### src/rtl/log2_pkg.sv
// Shared types and width helpers for the sequential fixed-point log2 unit.
package log2_pkg;

    typedef enum logic [1:0] {
        IDLE,
        NORM,
        ITER,
        DONE
    } state_t;

    function automatic int calc_iw(input int width);
        return $clog2(width);
    endfunction

    function automatic int calc_rw(input int width, input int frac);
        return $clog2(width) + frac;
    endfunction

endpackage

### src/rtl/log2_lod.sv
// Combinational leading-one detector: index of the highest set bit plus a found flag.
module log2_lod
    import log2_pkg::*;
#(
    parameter int WIDTH = 8,
    localparam int IW = calc_iw(WIDTH)
) (
    input  logic [WIDTH-1:0] number,
    output logic [IW-1:0]    index,
    output logic             found
);

    // Ascending scan so the highest set bit wins.
    always_comb begin
        index = '0;
        for (int i = 0; i < WIDTH; i++) begin
            if (number[i]) begin
                index = IW'(i);
            end
        end
    end

    assign found = |number;

endmodule

### src/rtl/log2_seq.sv
// Sequential unsigned log2: integer part from a leading-one detector, fraction bits
// produced MSB first by repeated squaring of the normalised mantissa.
module log2_seq
    import log2_pkg::*;
#(
    parameter int WIDTH = 8,
    parameter int FRAC  = 4,
    localparam int IW = calc_iw(WIDTH),
    localparam int RW = calc_rw(WIDTH, FRAC)
) (
    input  logic             clk,
    input  logic             reset,
    input  logic             in_valid,
    output logic             in_ready,
    input  logic [WIDTH-1:0] number,
    output logic             out_valid,
    input  logic             out_ready,
    output logic [RW-1:0]    result,
    output logic             zero
);

    localparam int FW   = FRAC + 1;
    localparam int CW   = $clog2(FRAC + 2);
    localparam int LAST = (FRAC > 0) ? FRAC - 1 : 0;

    state_t             state_reg, state_next;
    logic [WIDTH-1:0]   number_reg;
    logic [WIDTH-1:0]   m_reg;
    logic [IW-1:0]      int_reg;
    logic [FW-1:0]      frac_reg;
    logic [CW-1:0]      cnt_reg;
    logic               zero_flag_reg;
    logic               out_valid_reg;
    logic [RW-1:0]      result_reg;
    logic               zero_reg;

    logic [IW-1:0]      lod_index;
    logic               lod_found;
    logic [IW-1:0]      shift;
    logic [2*WIDTH-1:0] prod;
    logic [WIDTH:0]     prod_top;
    logic [RW-1:0]      assembled;

    log2_lod #(.WIDTH(WIDTH)) u_lod (
        .number (number_reg),
        .index  (lod_index),
        .found  (lod_found)
    );

    assign shift     = IW'(WIDTH - 1) - lod_index;
    assign prod      = {{WIDTH{1'b0}}, m_reg} * {{WIDTH{1'b0}}, m_reg};
    // prod_top[WIDTH] is the overflow bit; the two candidate mantissas are its neighbours.
    assign prod_top  = (WIDTH + 1)'(prod >> (WIDTH - 1));
    assign assembled = (RW'(int_reg) << FRAC) | RW'(frac_reg);

    always_ff @(posedge clk or negedge reset) begin
        if (!reset) begin
            state_reg <= IDLE;
        end else begin
            state_reg <= state_next;
        end
    end

    always_comb begin
        state_next = state_reg;
        in_ready   = 1'b0;
        case (state_reg)
            IDLE: begin
                in_ready = 1'b1;
                if (in_valid) begin
                    state_next = NORM;
                end
            end
            NORM: begin
                if (FRAC == 0 || !lod_found) begin
                    state_next = DONE;
                end else begin
                    state_next = ITER;
                end
            end
            ITER: begin
                if (cnt_reg == CW'(LAST)) begin
                    state_next = DONE;
                end
            end
            DONE: begin
                if (out_valid_reg && out_ready) begin
                    state_next = IDLE;
                end
            end
            default: state_next = IDLE;
        endcase
    end

    always_ff @(posedge clk or negedge reset) begin
        if (!reset) begin
            number_reg    <= '0;
            m_reg         <= '0;
            int_reg       <= '0;
            frac_reg      <= '0;
            cnt_reg       <= '0;
            zero_flag_reg <= 1'b0;
            out_valid_reg <= 1'b0;
            result_reg    <= '0;
            zero_reg      <= 1'b0;
        end else begin
            case (state_reg)
                IDLE: begin
                    if (in_valid) begin
                        number_reg <= number;
                    end
                end
                NORM: begin
                    int_reg       <= lod_index;
                    m_reg         <= number_reg << shift;
                    zero_flag_reg <= !lod_found;
                    frac_reg      <= '0;
                    cnt_reg       <= '0;
                end
                ITER: begin
                    frac_reg <= (frac_reg << 1) | FW'(prod_top[WIDTH]);
                    m_reg    <= prod_top[WIDTH] ? prod_top[WIDTH:1] : prod_top[WIDTH-1:0];
                    cnt_reg  <= cnt_reg + 1'b1;
                end
                DONE: begin
                    // First DONE cycle publishes the result; it then holds until taken.
                    if (!out_valid_reg) begin
                        out_valid_reg <= 1'b1;
                        result_reg    <= assembled;
                        zero_reg      <= zero_flag_reg;
                    end else if (out_ready) begin
                        out_valid_reg <= 1'b0;
                    end
                end
                default: ;
            endcase
        end
    end

    assign out_valid = out_valid_reg;
    assign result    = result_reg;
    assign zero      = zero_reg;

endmodule

### config.mk
export PLATFORM = sky130hd
export DESIGN_NAME = log2_seq
export DESIGN_NICKNAME = d
export VERILOG_FILES = /design/src/rtl/log2_pkg.sv /design/src/rtl/log2_lod.sv /design/src/rtl/log2_seq.sv
export SDC_FILE = /design/constraint.sdc
export NUM_CORES = 1
export LEC_CHECK = 0
export CAP_MARGIN = 10
export CORE_UTILIZATION = 45
export CTS_CLUSTER_DIAMETER = 150
export DETAILED_ROUTE_END_ITERATION = 16
export PLACE_DENSITY_LB_ADDON = 0.15
export REMOVE_ABC_BUFFERS = 1
export SETUP_SLACK_MARGIN = 0.3
export SKIP_CTS_REPAIR_TIMING = 1
export SLEW_MARGIN = 20
export SYNTH_ARGS = -nofsm -noshare
export SYNTH_HDL_FRONTEND = slang
export SYNTH_SLANG_ARGS = --single-unit
### constraint.sdc
create_clock -name clk -period 6.4 [get_ports clk]
set_input_delay 0.64 -clock clk [delete_from_list [all_inputs] [get_ports clk]]
set_output_delay 0.64 -clock clk [all_outputs]
set_load 0.02 [all_outputs]
Yosys cells after proc, flatten, opt, wreduce, memory -nomap -nowiden
Index checks and enable logic that the tools add are counted.
{"block": "totals", "ff_bits": 39, "input_bits": 12, "out_inout_bits": 10, "wordCells": 51}
{"block": "classes", "addsub": 2, "mul": 1, "eq_ne": 7, "shift": 1, "mux": 19, "bitwise_logic": 3, "n_reduce_logical": 8}
{"cell": "multiplier 8 x 8 -> 16 bit", "n": 1}
{"cell": "case mux 8 bit (2 select lines)", "n": 1}
{"cell": "two-way mux 3 bit", "n": 4}
{"cell": "two-way mux 2 bit", "n": 5}
{"cell": "case mux 5 bit (2 select lines)", "n": 1}
{"cell": "two-way mux 8 bit", "n": 1}
{"cell": "case mux 2 bit (4 select lines)", "n": 1}
{"cell": "OR reduction 8 bit", "n": 1}
{"cell": "<< shifter 8 x 3 -> 8 bit", "n": 1}
{"cell": "bitwise OR 7 x 5 -> 7 bit", "n": 1}
{"cell": "inequality test 2 bit (second input constant)", "n": 3}
{"cell": "case mux 3 bit (2 select lines)", "n": 1}
{"cell": "two-way mux 1 bit", "n": 5}
{"cell": "bitwise OR 5 x 1 -> 5 bit", "n": 1}
{"cell": "== test 2 bit (second input constant)", "n": 2}
{"cell": "AND reduction 2 bit", "n": 2}
{"cell": "adder 3 x 1 -> 3 bit (second input constant)", "n": 1}
{"cell": "== test 3 x 2 -> 1 bit (second input constant)", "n": 1}
{"cell": "AND reduction 3 bit", "n": 1}
{"cell": "subtractor 3 bit (first input constant)", "n": 1}
{"cell": "== test 2 x 1 -> 1 bit (second input constant)", "n": 1}
{"cell": "zero test 2 bit", "n": 1}
{"cell": "nonzero test 2 bit", "n": 1}
{"cell": "logical AND 1 bit", "n": 1}
{"cell": "other kinds (2)", "n": 2}

Depth between registers and ports, before layout
Gate-level depths: netlist of run 1.
{"block": "logic_depth", "ltp_word": 10, "ltp_mapped": 19, "ltp_nobuf": 17}

Modules after synthesis
Synthesis of run 1 repeated with hierarchy kept, for this count alone.
{"block": "hier_totals", "cells_unflattened": 390, "area_unflattened_um2": 3618.5}
{"mod": "log2_seq", "instances": 1, "cells_each": 378, "area_each_um2": 3552.2, "seq_area_each_um2": 975.9}
{"mod": "log2_lod", "instances": 1, "cells_each": 12, "area_each_um2": 66.3, "seq_area_each_um2": 0.0}

Least setup slack after synthesis of run 1
No wires, ideal clock.
{"block": "synth_path", "path_kind": "register to register", "from": "reg m_reg[5]", "to": "reg m_reg[3]", "setup_ps": 139, "t_arrival_ps": 4519, "required_time_ps": 6261, "slack_ps": 1743, "stages_incl_launch_ff": 18, "path_buffers": 2, "period_less_slack_ps": 4657, "path_cell_list": "dfrtp_1 clkbuf_1 and2_1 fa_1 fa_1 inv_1 fa_1 fa_1 inv_1 ha_1 a21oi_1 o21ai_0 o21bai_2 a31oi_4 xnor2_1 buf_6 mux2i_1 o221ai_1"}
{"block": "synth_via", "elab_chain_len": 3}
{"element": "start: declaration", "line_no": "log2_seq.sv:28", "source": "logic [WIDTH-1:0] m_reg;"}
{"element": "start signal: assignment", "line_no": "log2_seq.sv:115", "source": "m_reg <= number_reg << shift;"}
{"element": "start signal: assignment", "line_no": "log2_seq.sv:122", "source": "m_reg <= prod_top[WIDTH] ? prod_top[WIDTH:1] : prod_top[WIDTH-1:0];"}
{"element": "multiplier 8 x 8 -> 16 bit", "line_no": "log2_seq.sv:51", "source": "assign prod = {{WIDTH{1'b0}}, m_reg} * {{WIDTH{1'b0}}, m_reg};"}
{"element": "two-way mux 8 bit", "line_no": "log2_seq.sv:122"}
{"element": "case mux 8 bit (2 select lines)", "line_no": "log2_seq.sv:107", "source": "case (state_reg)"}
Every way passes these cells.
A chain may end at the register's enable or synchronous reset.

Worst setup path after layout of run 1
{"block": "layout_path", "from": "reg m_reg[2]", "to": "reg m_reg[0]"}
The elaborated chain is that of the path after synthesis.

==> results.md, run 1 <==
* Status: completed
* Number of CTS-inserted buffers at 5
* Most instantiated flip-flop cell in the synthesis netlist: dfrtp_1
* Kind of start point of the critical path: flop
* Clk Latency, worst-skew pair at approximately 0.3 ns
* Crit path required time at 6.59 ns
* Warning count from the yosys run at 0
* Worst r2r path cells at 16
* DRC violations left at 0
* Worst path depth at 16
* CORE AREA at a little under 8000 um^2
* Critical path data arrival time at between 5 and 6 ns
* Violation count after the first detailed-routing iteration at around 120
* Antenna violations before repair at 0
* Filler cell count in the final layout at 750
* Adder and majority gate portion of the synthesized area at between 20% and 30%
* Number of port buffers at 21
* Launch point of the worst reg-to-reg path: m_reg[2]
* Total count of hold-check failures in the final report at 0
* Ratio of final minimum period to clock period at 79.5%
* Kind of critical path: reg -> reg
* CP max FO at 12
* Routability Congestion at slightly above 0.8
* Number of antenna repair diodes at 0
* R2R setup slack at approximately 1.3 ns
* Worst setup path start: m_reg[2]
* Die width at 91.1 um
* Largest stage delay, worst path at about 0.54 ns
* Remaining global-route overflow at 0
* Mean Syn Cell Area at between 9 and 10 um^2
* Final setup violation count at 0
* Number of placement rows at 32
* Critical path, cell by cell: inv_1 > nor2_1 > fa_1 > fa_1 > fa_1 > inv_1 > fa_1 > inv_1 > ha_1 > and2_1 > nand3_1 > o21bai_2 > a31oi_4 > xnor2_2 > nor2_1 > o32a_1
* Clock skew at approximately 0.0055 ns
* CTS tree: built
* Length of the first detailed-routing pass in iterations at 4
* Distinct cell type count after synthesis at 50
* Worst-path clk slew at around 0.08 ns
* Relative slew margins at between 40% and 50%
* Vias at between 2,000 and 3,000
* Total number of H-tree levels at 2
* CP Capture Point: m_reg[0]
* RSZ-0062 raised after global routing: no
* Compound-gate portion of the synthesized area at about 14%
* Total negative slack at 0 ns
* Fin. max-slew vios at 0
* Clk sinks at 39
* Worst path bufs/invs at 3
* Endpoint kind of the worst setup timing path: flop
* Cell with the biggest individual delay on the critical path: fa_1
* Multiplexer area fraction after synthesis at a little over 7%
* Post-Synth Simple-Gate Area at 14.4%
* Num ports at 22
* Total Wirelength at roughly 6.9 mm
* Most frequent cell on the critical path: fa_1
* Hold_ws at 0.444 ns
* Pin count of the biggest net entering global routing at 40
* Cells after DPL at 496
* FFs w/ async S/R, synth at between 90% and 100%
* Sequential fraction of the synthesis area at approximately 27%
* EDFF count, synth at 0
* Starting density of the core at between 40% and 50%
* Combinational family with the most area after synthesis: adder cells
* Highest achievable clock rate at 197 MHz
* Detail Placement HPWL at roughly 5.3 mm
* Flops & latches, synth at 39
* Netlist area before placement at ~3600 um^2
* End of the worst register-to-register path: m_reg[0]
* Final critical path time including I/O delays and setup at about 5 ns
* Share of post-route cells with drive strength above 1 at under 10%
* First-pass GRT wire length at 12.3 mm
* Via count of the first global-routing pass at 2,585
* Die outline area at around 8300 um^2
* Number of maximum-capacitance violations at 0
* Cells after Synth at around 390
* Final Util at between 50% and 60%
* Global router's overall resource usage at a little under a fifth
* Antenna-violating nets left at 0
* Count of placed standard cells in the final layout, fillers left out at roughly 500
* Buffer depth of the longest clock path at 2
* Per-cell via count in the routed design at 5.28
* Area growth from synthesis to layout at 11.1%
* Largest delay share family, worst path: adder cells
* Floorplan die height at approximately 91 um
* Worst hold path type: in -> async
* Nets at 472
* Pin slew with the least headroom to its limit at between 0.8 and 0.9 ns
* Clock tree root driver cell: clkbuf_8
* Xor/xnor cell area share of the yosys netlist at ~4%
* Wire per inst at around 14 um
==> stage by stage <==
| step | cell area [um^2] | setup WS [ns] |
|---|---|---|
| floorplan | 3520 | 1.52 |
| global placement | 3850 | 1.03 |
| detailed placement | 3850 | 0.973 |
| CTS | 3960 | 0.970 |
| global route | 3970 | 0.904 |
| finish | 3970 | 1.31 |
==> cells in the final DEF, fill, tap and decap left out, types with 4 or more instances in the layout <==
cell,instances
a21oi_1,13
and2_1,16
and2_2,4
clkbuf_8,5
clkdlybuf4s50_1,20
dfrtp_1,39
fa_1,24
ha_1,35
inv_1,58
mux2_2,13
mux2i_1,11
nand2_1,31
nand3_1,11
nor2_1,24
nor2b_1,5
o21ai_0,25
o22ai_1,4
xnor2_1,9
xor2_1,6
==> per-layer routing <==
layer | track usage (%) | part of all wire (%)
met5 | 0 | 0
met4 | 4.63 | 1.2
met2 | 28.2 | 45
met3 | 2.51 | 2.9
met1 | 26.7 | 51
==> Yosys cell counts, drive strengths merged, types with 5 or more instances <==
cell type  count  area (um^2)
inv           58          218
dfrtp         39          976
ha            35          438
nand2         31          116
o21ai         25          125
fa            24          480
nor2          24         90.1
and2          20          130
a21oi         13         65.1
mux2          13          146
clkbuf        11         41.3
mux2i         11          110
nand3         11         55.1
xnor2         10         87.6
xor2           6         52.6
nor2b          5         31.3
==> cells by family after synthesis <==
group,Yosys count
AO/OA/AOI/OAI,72
XOR/XNOR,16
adder cells (fa/ha/maj),59
buffers and inverters,71
flip-flops,39
multiplexers,24
AND/OR/NAND/NOR,105
==> worst min-delay path by stage <==
| stage | start | to | slack, ns | cells after the start |
|---|---|---|---|---|
| 2_1_floorplan | reset | cnt_reg[0] | 0.34 | 0 |
| 3_3_place_gp | result[4] | result[4] | 0.46 | 2 |
| 3_5_place_dp | result[2] | result[2] | 0.47 | 2 |
| 4_1_cts | reset | result[3] | 0.48 | 1 |
| 5_1_grt | cnt_reg[0] | cnt_reg[0] | 0.50 | 1 |
| 6_report | reset | result[3] | 0.44 | 1 |
==> cell type report <==
cell class | instances | area [um^2] | share of cell area (%)
Clock buffer | 5 | 68.8 | 1.73
Clock inverter | 3 | 43.8 | 1.10
Inverter | 58 | 218 | 5.48
Multi-Input combinational cell | 276 | 2330 | 58.7
Sequential cell | 39 | 976 | 24.6
Tap cell | 102 | 128 | 3.21
Timing Repair Buffer | 21 | 205 | 5.17
Power of run 1 is left out: the tool's default activity adds up to more than one toggle a clock period on the data nets, which glitch-free logic cannot reach.
==> inputs of run 2 (changes only) <==
Clock period 6.4 ns to 4.27 ns, I/O delays scaled along.
==> results.md, run 2 (synthesized netlist as in run 1, its figures left out) <==
* Worst r2r path cells at 16 (unchanged)
* CP max FO at 4 (was 12)
* Global router's overall resource usage at 19.2% (was 18.2%)
* Number of placement rows at 32 (unchanged)
* Launch point of the worst reg-to-reg path: m_reg[5] (was m_reg[2])
* Final setup margin at -0.192 ns (was 1.31 ns)
* Antenna-violating nets left at 0 (unchanged)
* Count of placed standard cells in the final layout, fillers left out at 548 (was 504)
* Final critical path time including I/O delays and setup at 4.46 ns (was 5.09 ns)
* Cell with the biggest individual delay on the critical path: fa_2 (was fa_1)
* Num ports at 22 (unchanged)
* Highest-count cells in the layout ignoring fill and taps: inv_1, buf_4, dfrtp_1 (was inv_1, dfrtp_1, ha_1)
* Nets at 516 (was 472)
* Status: finished, violations left (was completed)
* Critical path data arrival time at 4.64 ns (was 5.27 ns)
* Antenna violations before repair at 0 (unchanged)
* Clock tree root driver cell: clkbuf_8 (unchanged)
* Number of maximum-capacitance violations at 0 (unchanged)
* Worst hold path type: in -> async (unchanged)
* Buffer depth of the longest clock path at 2 (unchanged)
* Largest stage delay, worst path at 0.58 ns (was 0.54 ns)
* Pin count of the biggest net entering global routing at 40 (unchanged)
* Post-Place Setup Slack at -0.421 ns (was 0.973 ns)
* Clock skew at 0.00388 ns (was 0.00553 ns)
* Final setup violation count at 8 (was 0)
* Clk sinks at 39 (unchanged)
* Failing checks: setup timing
* Total number of H-tree levels at 2 (unchanged)
* Routability Congestion at 0.806 (was 0.821)
* Kind of start point of the critical path: flop (unchanged)
* Total Wirelength at 7.44 mm (was 6.86 mm)
* R2R setup slack at -0.19 ns (was 1.31 ns)
* Worst path bufs/invs at 3 (unchanged)
* Number of CTS-inserted buffers at 5 (unchanged)
* Starting density of the core at 46.5% (unchanged)
* Crit path required time at 4.45 ns (was 6.59 ns)
* Critical path, cell by cell: and2_4 > fa_1 > fa_2 > inv_2 > fa_2 > fa_1 > inv_2 > ha_4 > a21oi_4 > o21ai_1 > o21bai_4 > a31oi_4 > xnor2_2 > buf_4 > and3_4 > o32a_1 (was inv_1 > nor2_1 > fa_1 > fa_1 > fa_1 > inv_1 > fa_1 > inv_1 > ha_1 > and2_1 > nand3_1 > o21bai_2 > a31oi_4 > xnor2_2 > nor2_1 > o32a_1)
* DRC violations left at 0 (unchanged)
* Length of the first detailed-routing pass in iterations at 4 (unchanged)
* Endpoint kind of the worst setup timing path: flop (unchanged)
* Die outline area at 8300 um^2 (unchanged)
* CTS tree: built (unchanged)
* Largest delay share family, worst path: adder cells (unchanged)
* Ratio of final minimum period to clock period at 105% (was 79.5%)
* Clk Latency, worst-skew pair at 0.29 ns (was 0.30 ns)
* Per-cell via count in the routed design at 5.13 (was 5.28)
* Wire per inst at 13.6 um (about the same)
* First-pass GRT wire length at 12.7 mm (was 12.3 mm)
* Hold_ws at 0.239 ns (was 0.444 ns)
* Total count of hold-check failures in the final report at 0 (unchanged)
* Die width at 91.1 um (unchanged)
* Highest achievable clock rate at 224 MHz (was 197 MHz)
* CORE AREA at 7690 um^2 (unchanged)
* RSZ-0062 raised after global routing: yes (was no)
* Area growth from synthesis to layout at 27.3% (was 11.1%)
* Most common cell after layout, fill and taps aside: inv_1 (unchanged)
* End of the worst register-to-register path: m_reg[0] (unchanged)
* Floorplan die height at 91.1 um (unchanged)
* Share of post-route cells with drive strength above 1 at 26.0% (was 8.21%)
* Worst-path clk slew at 0.08 ns (about the same)
* Kind of critical path: reg -> reg (unchanged)
* Number of antenna repair diodes at 0 (unchanged)
* Relative slew margins at 41.7% (was 42.7%)
* Fin. max-slew vios at 0 (unchanged)
* Detail Placement HPWL at 5.82 mm (was 5.28 mm)
* Via count of the first global-routing pass at 2,705 (was 2,585)
* Remaining global-route overflow at 0 (unchanged)
* Pin slew with the least headroom to its limit at 0.867 ns (was 0.860 ns)
* Violation count after the first detailed-routing iteration at 81 (was 124)
* Number of port buffers at 21 (unchanged)
* Vias at 2,813 (was 2,659)
* Cells after DPL at 535 (was 496)
run 2: cell count changes in the layout (fill, tap and decap cells not counted), sizes merged:
cell	change
buf	+44
bufinv	+1
clkinv	-2
clkinvlp	+1
run 2: metal layers:
layer / track usage, % / wire (um)
met1: 28.3 / 3570
met3: 2.76 / 178
met5: 0 / 0
met2: 30.3 / 3660
met4: 3.44 / 24
run 2: how the worst max path moves through the flow:
| stage | slack, ns | from | to | cells past startpoint |
|---|---|---|---|---|
| 5_1_grt | -0.31 | m_reg[5] | m_reg[0] | 16 |
| 3_5_place_dp | -0.42 | m_reg[6] | m_reg[0] | 17 |
| 3_3_place_gp | -0.35 | m_reg[2] | m_reg[0] | 18 |
| 2_1_floorplan | -0.61 | m_reg[2] | m_reg[0] | 16 |
| 4_1_cts | -0.44 | m_reg[6] | m_reg[0] | 17 |
| 6_report | -0.19 | m_reg[5] | m_reg[0] | 16 |
run 2: layout make-up:
type                            count  area [um^2]
Sequential cell                    39          980
Clock buffer                        5         68.8
Timing Repair Buffer               65          558
Multi-Input combinational cell    276         2530
Clock inverter                      3         67.6
Inverter                           58          218
Tap cell                          102          128
Fill cell                         680         3140
run 2: stage by stage:
stage	TNS, ns	utilization [%]	area (um^2)
after floorplan	-4.34	-	3520
after global placement	-2.52	53.9	4140
after detailed placement	-3.05	53.9	4140
after CTS	-3.26	55.7	4280
after global routing	-2.16	59.2	4550
final	-0.872	59.2	4550
Power of run 2 is left out for the same reason.
==> inputs of run 3 (changes only) <==
Settings changed: CTS_CLUSTER_SIZE set to 40.
==> results of run 3 <==
Same layout as run 2: the final DEF is identical, and so are final timing and power.
Power of run 3 is left out for the same reason.
